<file path="config.mk">
export PLATFORM = sky130hd
export DESIGN_NAME = reg_array_mp
export DESIGN_NICKNAME = d
export VERILOG_FILES = /design/src/rtl/reg_array_mp.sv
export SDC_FILE = /design/constraint.sdc
export NUM_CORES = 2
export LEC_CHECK = 0
export CAP_MARGIN = 20
export CORE_MARGIN = 1
export CORE_UTILIZATION = 25
export CTS_CLUSTER_SIZE = 24
export DETAILED_ROUTE_END_ITERATION = 6
export PLACE_DENSITY = 0.5
export SYNTH_ARGS = -nofsm -noshare
export SYNTH_HDL_FRONTEND = slang
export SYNTH_SLANG_ARGS = --single-unit
</file>
<file path="constraint.sdc">
create_clock -name clk_Regs -period 45.6 [get_ports clk_Regs]
set_clock_uncertainty 0.1 [all_clocks]
set_input_delay 9.12 -clock clk_Regs [delete_from_list [all_inputs] [get_ports clk_Regs]]
set_output_delay 9.12 -clock clk_Regs [all_outputs]
set_load 0.05 [all_outputs]
</file>
<file path="src/rtl/reg_array_mp.sv">
// Multi-read-port integer register file with a per-register pending-write
// scoreboard, optional write-to-read bypass and a hardwired zero register.
module reg_array_mp #(
  parameter int DATA_W   = 32,
  parameter int ADDR_W   = 5,
  parameter int NUM_READ = 2,
  parameter int ZERO_REG = 1,
  parameter int BYPASS   = 1
) (
  input  logic                         clk_Regs,
  input  logic                         rst,
  input  logic                         Reg_Write,
  input  logic [ADDR_W-1:0]            W_Addr,
  input  logic [DATA_W-1:0]            W_Data,
  input  logic [NUM_READ*ADDR_W-1:0]   R_Addr,
  output logic [NUM_READ*DATA_W-1:0]   R_Data,
  output logic [NUM_READ-1:0]          R_Busy,
  input  logic                         Issue_Valid,
  input  logic [ADDR_W-1:0]            Issue_Addr,
  input  logic                         Flush,
  output logic [ADDR_W:0]              Busy_Count
);

  localparam int DEPTH = 1 << ADDR_W;
  localparam bit ZR    = (ZERO_REG != 0);
  localparam bit BP    = (BYPASS != 0);

  logic [DATA_W-1:0] mem [DEPTH];
  logic [DEPTH-1:0]  busy;
  logic [DEPTH-1:0]  busy_nxt;
  logic [ADDR_W:0]   cnt_nxt;

  logic wr_ok;
  logic iss_ok;
  logic inc;
  logic dec;

  // Writes and issues to the zero register are silently dropped.
  assign wr_ok  = Reg_Write &&
                  !(ZR && (W_Addr == '0));
  assign iss_ok = Issue_Valid &&
                  !(ZR && (Issue_Addr == '0));

  // Count deltas: a new producer on an idle reg adds one, a write
  // retiring a busy reg removes one unless it is re-issued this cycle.
  assign inc = iss_ok && !busy[Issue_Addr];
  assign dec = wr_ok && busy[W_Addr] &&
               !(iss_ok && (Issue_Addr == W_Addr));

  // Next busy vector: clear on write, set wins, flush clears all.
  always_comb begin
    busy_nxt = busy;
    if (wr_ok)
      busy_nxt[W_Addr] = 1'b0;
    if (iss_ok)
      busy_nxt[Issue_Addr] = 1'b1;
    if (Flush)
      busy_nxt = '0;
  end

  // Next busy count tracked incrementally alongside the vector.
  always_comb begin
    cnt_nxt = Busy_Count;
    if (Flush)
      cnt_nxt = '0;
    else
      cnt_nxt = Busy_Count
              + {{ADDR_W{1'b0}}, inc}
              - {{ADDR_W{1'b0}}, dec};
  end

  // Register storage; writes land even during a flush.
  always_ff @(posedge clk_Regs or posedge rst) begin
    if (rst) begin
      for (int i = 0; i < DEPTH; i++)
        mem[i] <= '0;
    end else if (wr_ok) begin
      mem[W_Addr] <= W_Data;
    end
  end

  // Scoreboard state and its population count.
  always_ff @(posedge clk_Regs or posedge rst) begin
    if (rst) begin
      busy       <= '0;
      Busy_Count <= '0;
    end else begin
      busy       <= busy_nxt;
      Busy_Count <= cnt_nxt;
    end
  end

  for (genvar p = 0; p < NUM_READ; p++) begin : g_rd
    logic [ADDR_W-1:0] ra;
    logic              hit;
    logic [DATA_W-1:0] rd;
    logic              rb;

    assign ra  = R_Addr[p*ADDR_W +: ADDR_W];
    assign hit = BP && wr_ok && (W_Addr == ra);

    // Combinational read with forwarding; quiet while in reset.
    always_comb begin
      rd = '0;
      rb = 1'b0;
      if (!rst) begin
        if (ZR && (ra == '0)) begin
          rd = '0;
          rb = 1'b0;
        end else if (hit) begin
          rd = W_Data;
          rb = 1'b0;
        end else begin
          rd = mem[ra];
          rb = busy[ra];
        end
      end
    end

    assign R_Data[p*DATA_W +: DATA_W] = rd;
    assign R_Busy[p]                  = rb;
  end

endmodule

</file>
==> results.py <==
metrics = {
    "status": {
        "outcome": "finished, final reports clean",
    },
    "route": {
        "wl_met2_um": 97920,
        "wl_met3_um": 8955,
        "vias": 36148,
        "ant_nets": 0,
        "vias_per_cell": 5.215,
        "dr.pass1.iters": 5,
        "top_layer": "met5",
        "drc": 0,
        "wl_per_cell_um": 28.12,
        "first_iter_violations": 2654,
        "totalWireLength_um": 194900,
        "met1_length_um": 80580,
    },
    "min_path": {
        "hp-class": "reg2reg",
        "hold_path_depth": 0,
        "hold_path_end": "mem[1001]",
        "hp-start": "mem[1001]",
    },
    "worst_setup_path": {
        "cp.arrival_ns": 13.72,
        "r2r-end": "Busy_Count[5]",
        "rr_worst_depth": 13,
        "required_ns": 36.38,
        "path_class": "in2out",
        "crit_path_end_kind": "output port",
        "cp_max_fo": 45,
        "r2r_start": "busy[31]",
        "rrSetupSlack_ns": 41.92,
        "critPathLaunchType": "input pin",
    },
    "finish": {
        "nNetsFinal": 3887,
        "fill_cells": 22799,
        "syn_to_final_growth_pct": 14.15,
        "layout-drive-gt1-share": 0.5009,
        "stdcell_area_um2": 65800,
        "layoutNonFillerInstCount": 6932,
    },
    "power_and_ir_drop": {
        "clkPwrFrac": 0.346,
        "netSwitchingPower_uw": 799.4,
        "power.density_nw_per_um2": 43.06,
        "seq_power_share": 0.437,
        "swShare": 0.2821,
        "p_leak_nw": 27.37,
        "power_mw": 2.834,
        "pwr-share-comb": 0.217,
        "vdd_drop_max_uv": 33.06,
        "internal_power_mw": 2.034,
    },
    "clock_tree": {
        "cts_max_path_buffers": 3,
        "clock_latency_ns": 0.75,
        "cts_max_level": 3,
        "postCtsSetupRepairBufs": 0,
        "cts_tree": "built",
        "clk_pin_slew_worst_paths_ns": 0.06,
        "cts_buffers": 112,
        "cts.sinks": 1062,
        "clockRootBuffer": "clkbuf_16",
        "ctsResizeCount": 0,
        "cts_hold_buf": 0,
    },
    "timing": {
        "fmax_mhz": 43.59,
        "hold_viol_final": 0,
        "drv_slew": 0,
        "tightest_slew_ns": 1.144,
        "relSlewSlack": 0.2293,
        "rsz0062_at_grt": "false",
        "final.setup.tns_ns": 0,
        "min_period_over_period": 0.5031,
        "setup_viol": 0,
        "timing.final.ws_setup_ns": 22.66,
        "finalCriticalPeriod_ns": 22.94,
    },
    "logic_synthesis": {
        "syn_nets": 3970,
        "synth_edf_count": 0,
        "synth_largest_area_cell": "dfrtp_1",
        "ys_ff_latch": 1062,
        "syn_area_per_cell_um2": 14.76,
        "synth_cells": 3906,
        "yosysWarnings": 0,
        "yosysSeqAreaShare": 0.4610,
        "yosys-top-cells-area": "dfrtp_1 46%, mux4_2 21%, mux2_2 21%, a22oi_1 2.8%, buf_2 1.6%",
        "synth_common_cells": "1062 x dfrtp_1, 1060 x mux2_2, 537 x mux4_2, 213 x a22oi_1, 210 x clkbuf_1",
        "synthArstFlopShare": 1.000,
        "synth_ff_type": "dfrtp_1",
        "yosysTopAreaCellShare": 0.4610,
        "synthDistinctLibCells": 50,
        "syn_area_um2": 57650,
        "synth.most_common_cell": "dfrtp_1",
    },
    "grt": {
        "grt_pass1_wl_um": 285700,
        "track_usage": 0.1680,
        "grt_max_degree": 118,
        "globalRouteOverflowTotal": 0,
        "grt_antenna_before_repair": 9,
        "grt_pass1_vias": 38204,
    },
    "placed_design": {
        "gp_routability_congestion": 0.8021,
        "dp.cells": 6716,
        "numPortBuffers": 128,
        "place_area_um2": 61840,
        "dp_hpwl_um": 111000,
        "dp_slack_ns": 22.62,
    },
    "floorplan": {
        "dieArea_um2": 232500,
        "ios": 129,
        "fp.dieW_um": 482.2,
        "num_rows": 175,
        "initial_utilization": 0.2524,
        "coreArea_um2": 228400,
        "die_height_um": 482.2,
    },
    "run": {
        "drv_cap": 0,
    },
}
-- layout make-up --
cell class	count	area, µm²	area share
clock buffer	161	3248	0.04936
tap	3009	3765	0.05722
timing repair buffer	250	2300	0.03495
antenna	8	20.02	0.0003042
clock inverter	45	635.6	0.009659
multi-input combinational	2385	29210	0.4438
inverter	12	52.55	0.0007986
sequential	1062	26580	0.4039
-- power groups by stage --
| stage | Sequential (mW) | Clock (mW) | Combinational [mW] |
|---|---|---|---|
| finish | 1.24 | 0.981 | 0.614 |
| global placement | 1.24 | 0 | 0.608 |
| CTS | 1.24 | 1.01 | 0.619 |
| floorplan | 1.22 | 0 | 0.472 |
| detailed placement | 1.25 | 0 | 0.618 |
| global route | 1.26 | 1.04 | 0.656 |
-- sequential cells by signal, summed over array words and instances (netlist names) --
name,cells
mem,1024
busy,32
Busy_Count,6
-- per-layer routing --
layer / vias up / track usage
met1: 19871 / 0.2139
met5: - / 0
met4: 2 / 0.06925
met3: 313 / 0.02114
li1: 14893 / -
met2: 1069 / 0.2872
-- worst max-delay path, cell delays in order --
cell and delay (ns):
buf_6 0.42, buf_4 0.68, xor2_1 0.16, nor3_1 0.52
and4_2 0.33, buf_4 0.47, a22oi_1 0.18, o21ai_1 0.54
clkdlybuf4s50_1 0.96
-- worst max path at each step --
stage                         start       endpoint  slack, ns  depth (start not counted)
final                     R_Addr[2]     R_Data[11]      22.66                          9
after CTS                 R_Addr[0]     R_Data[25]      22.60                          9
after detailed placement  R_Addr[0]     R_Data[25]      22.62                          9
after floorplan                 rst  Busy_Count[0]       6.49                          1
after global placement    R_Addr[0]     R_Data[25]      22.59                          9
after global routing      R_Addr[0]     R_Data[25]      22.37                          9
-- per-stage QoR --
stage | util | hold WS (ns)
floorplan | - | 0.3413
global placement | 0.2707 | 0.2783
detailed placement | 0.2708 | 0.2839
CTS | 0.2878 | 0.2974
global route | 0.2881 | 0.3102
finish | 0.2881 | 0.2939
-- cells in the final DEF (no fill, tap or decap), types with 5 or more instances in the layout --
cell             netlist  routed
dfrtp_1             1062    1062
and3_1                 5       5
bufinv_16              0      14
clkinv_2               0      22
and2_1                 9       8
nor2_4                 0      11
a22oi_1              213     213
nor3_1                 7       7
inv_1                 12      11
a21oi_1               83      83
nor2b_1               14      10
o21ai_1               38      39
clkbuf_8               0      24
nand3_1               14      11
clkdlybuf4s50_1        0     120
mux2i_1               84      84
mux2_2              1060    1060
inv_6                  0       5
o21ai_0               38      37
clkbuf_16              0     113
nor2_1               119     108
ha_1                   6       6
xor2_1                13      13
xnor2_1                6       6
diode_2                0       8
clkbuf_1             210      24
mux4_2               537     537
nand2_1               97      78
buf_4                 17     119
nand2_2                0      18
-- kinds of logic after synthesis --
group | share of synthesized area
and+or+nand+nor | 0.02240
xor gates and xnor gates | 0.002887
muxes | 0.4315
DFF | 0.4610
buffers and inverters | 0.03625
AOI/OAI and AO/OA | 0.04434
adders and majority gates | 0.001650
No activity file was read; power rests on OpenSTA's default activity.
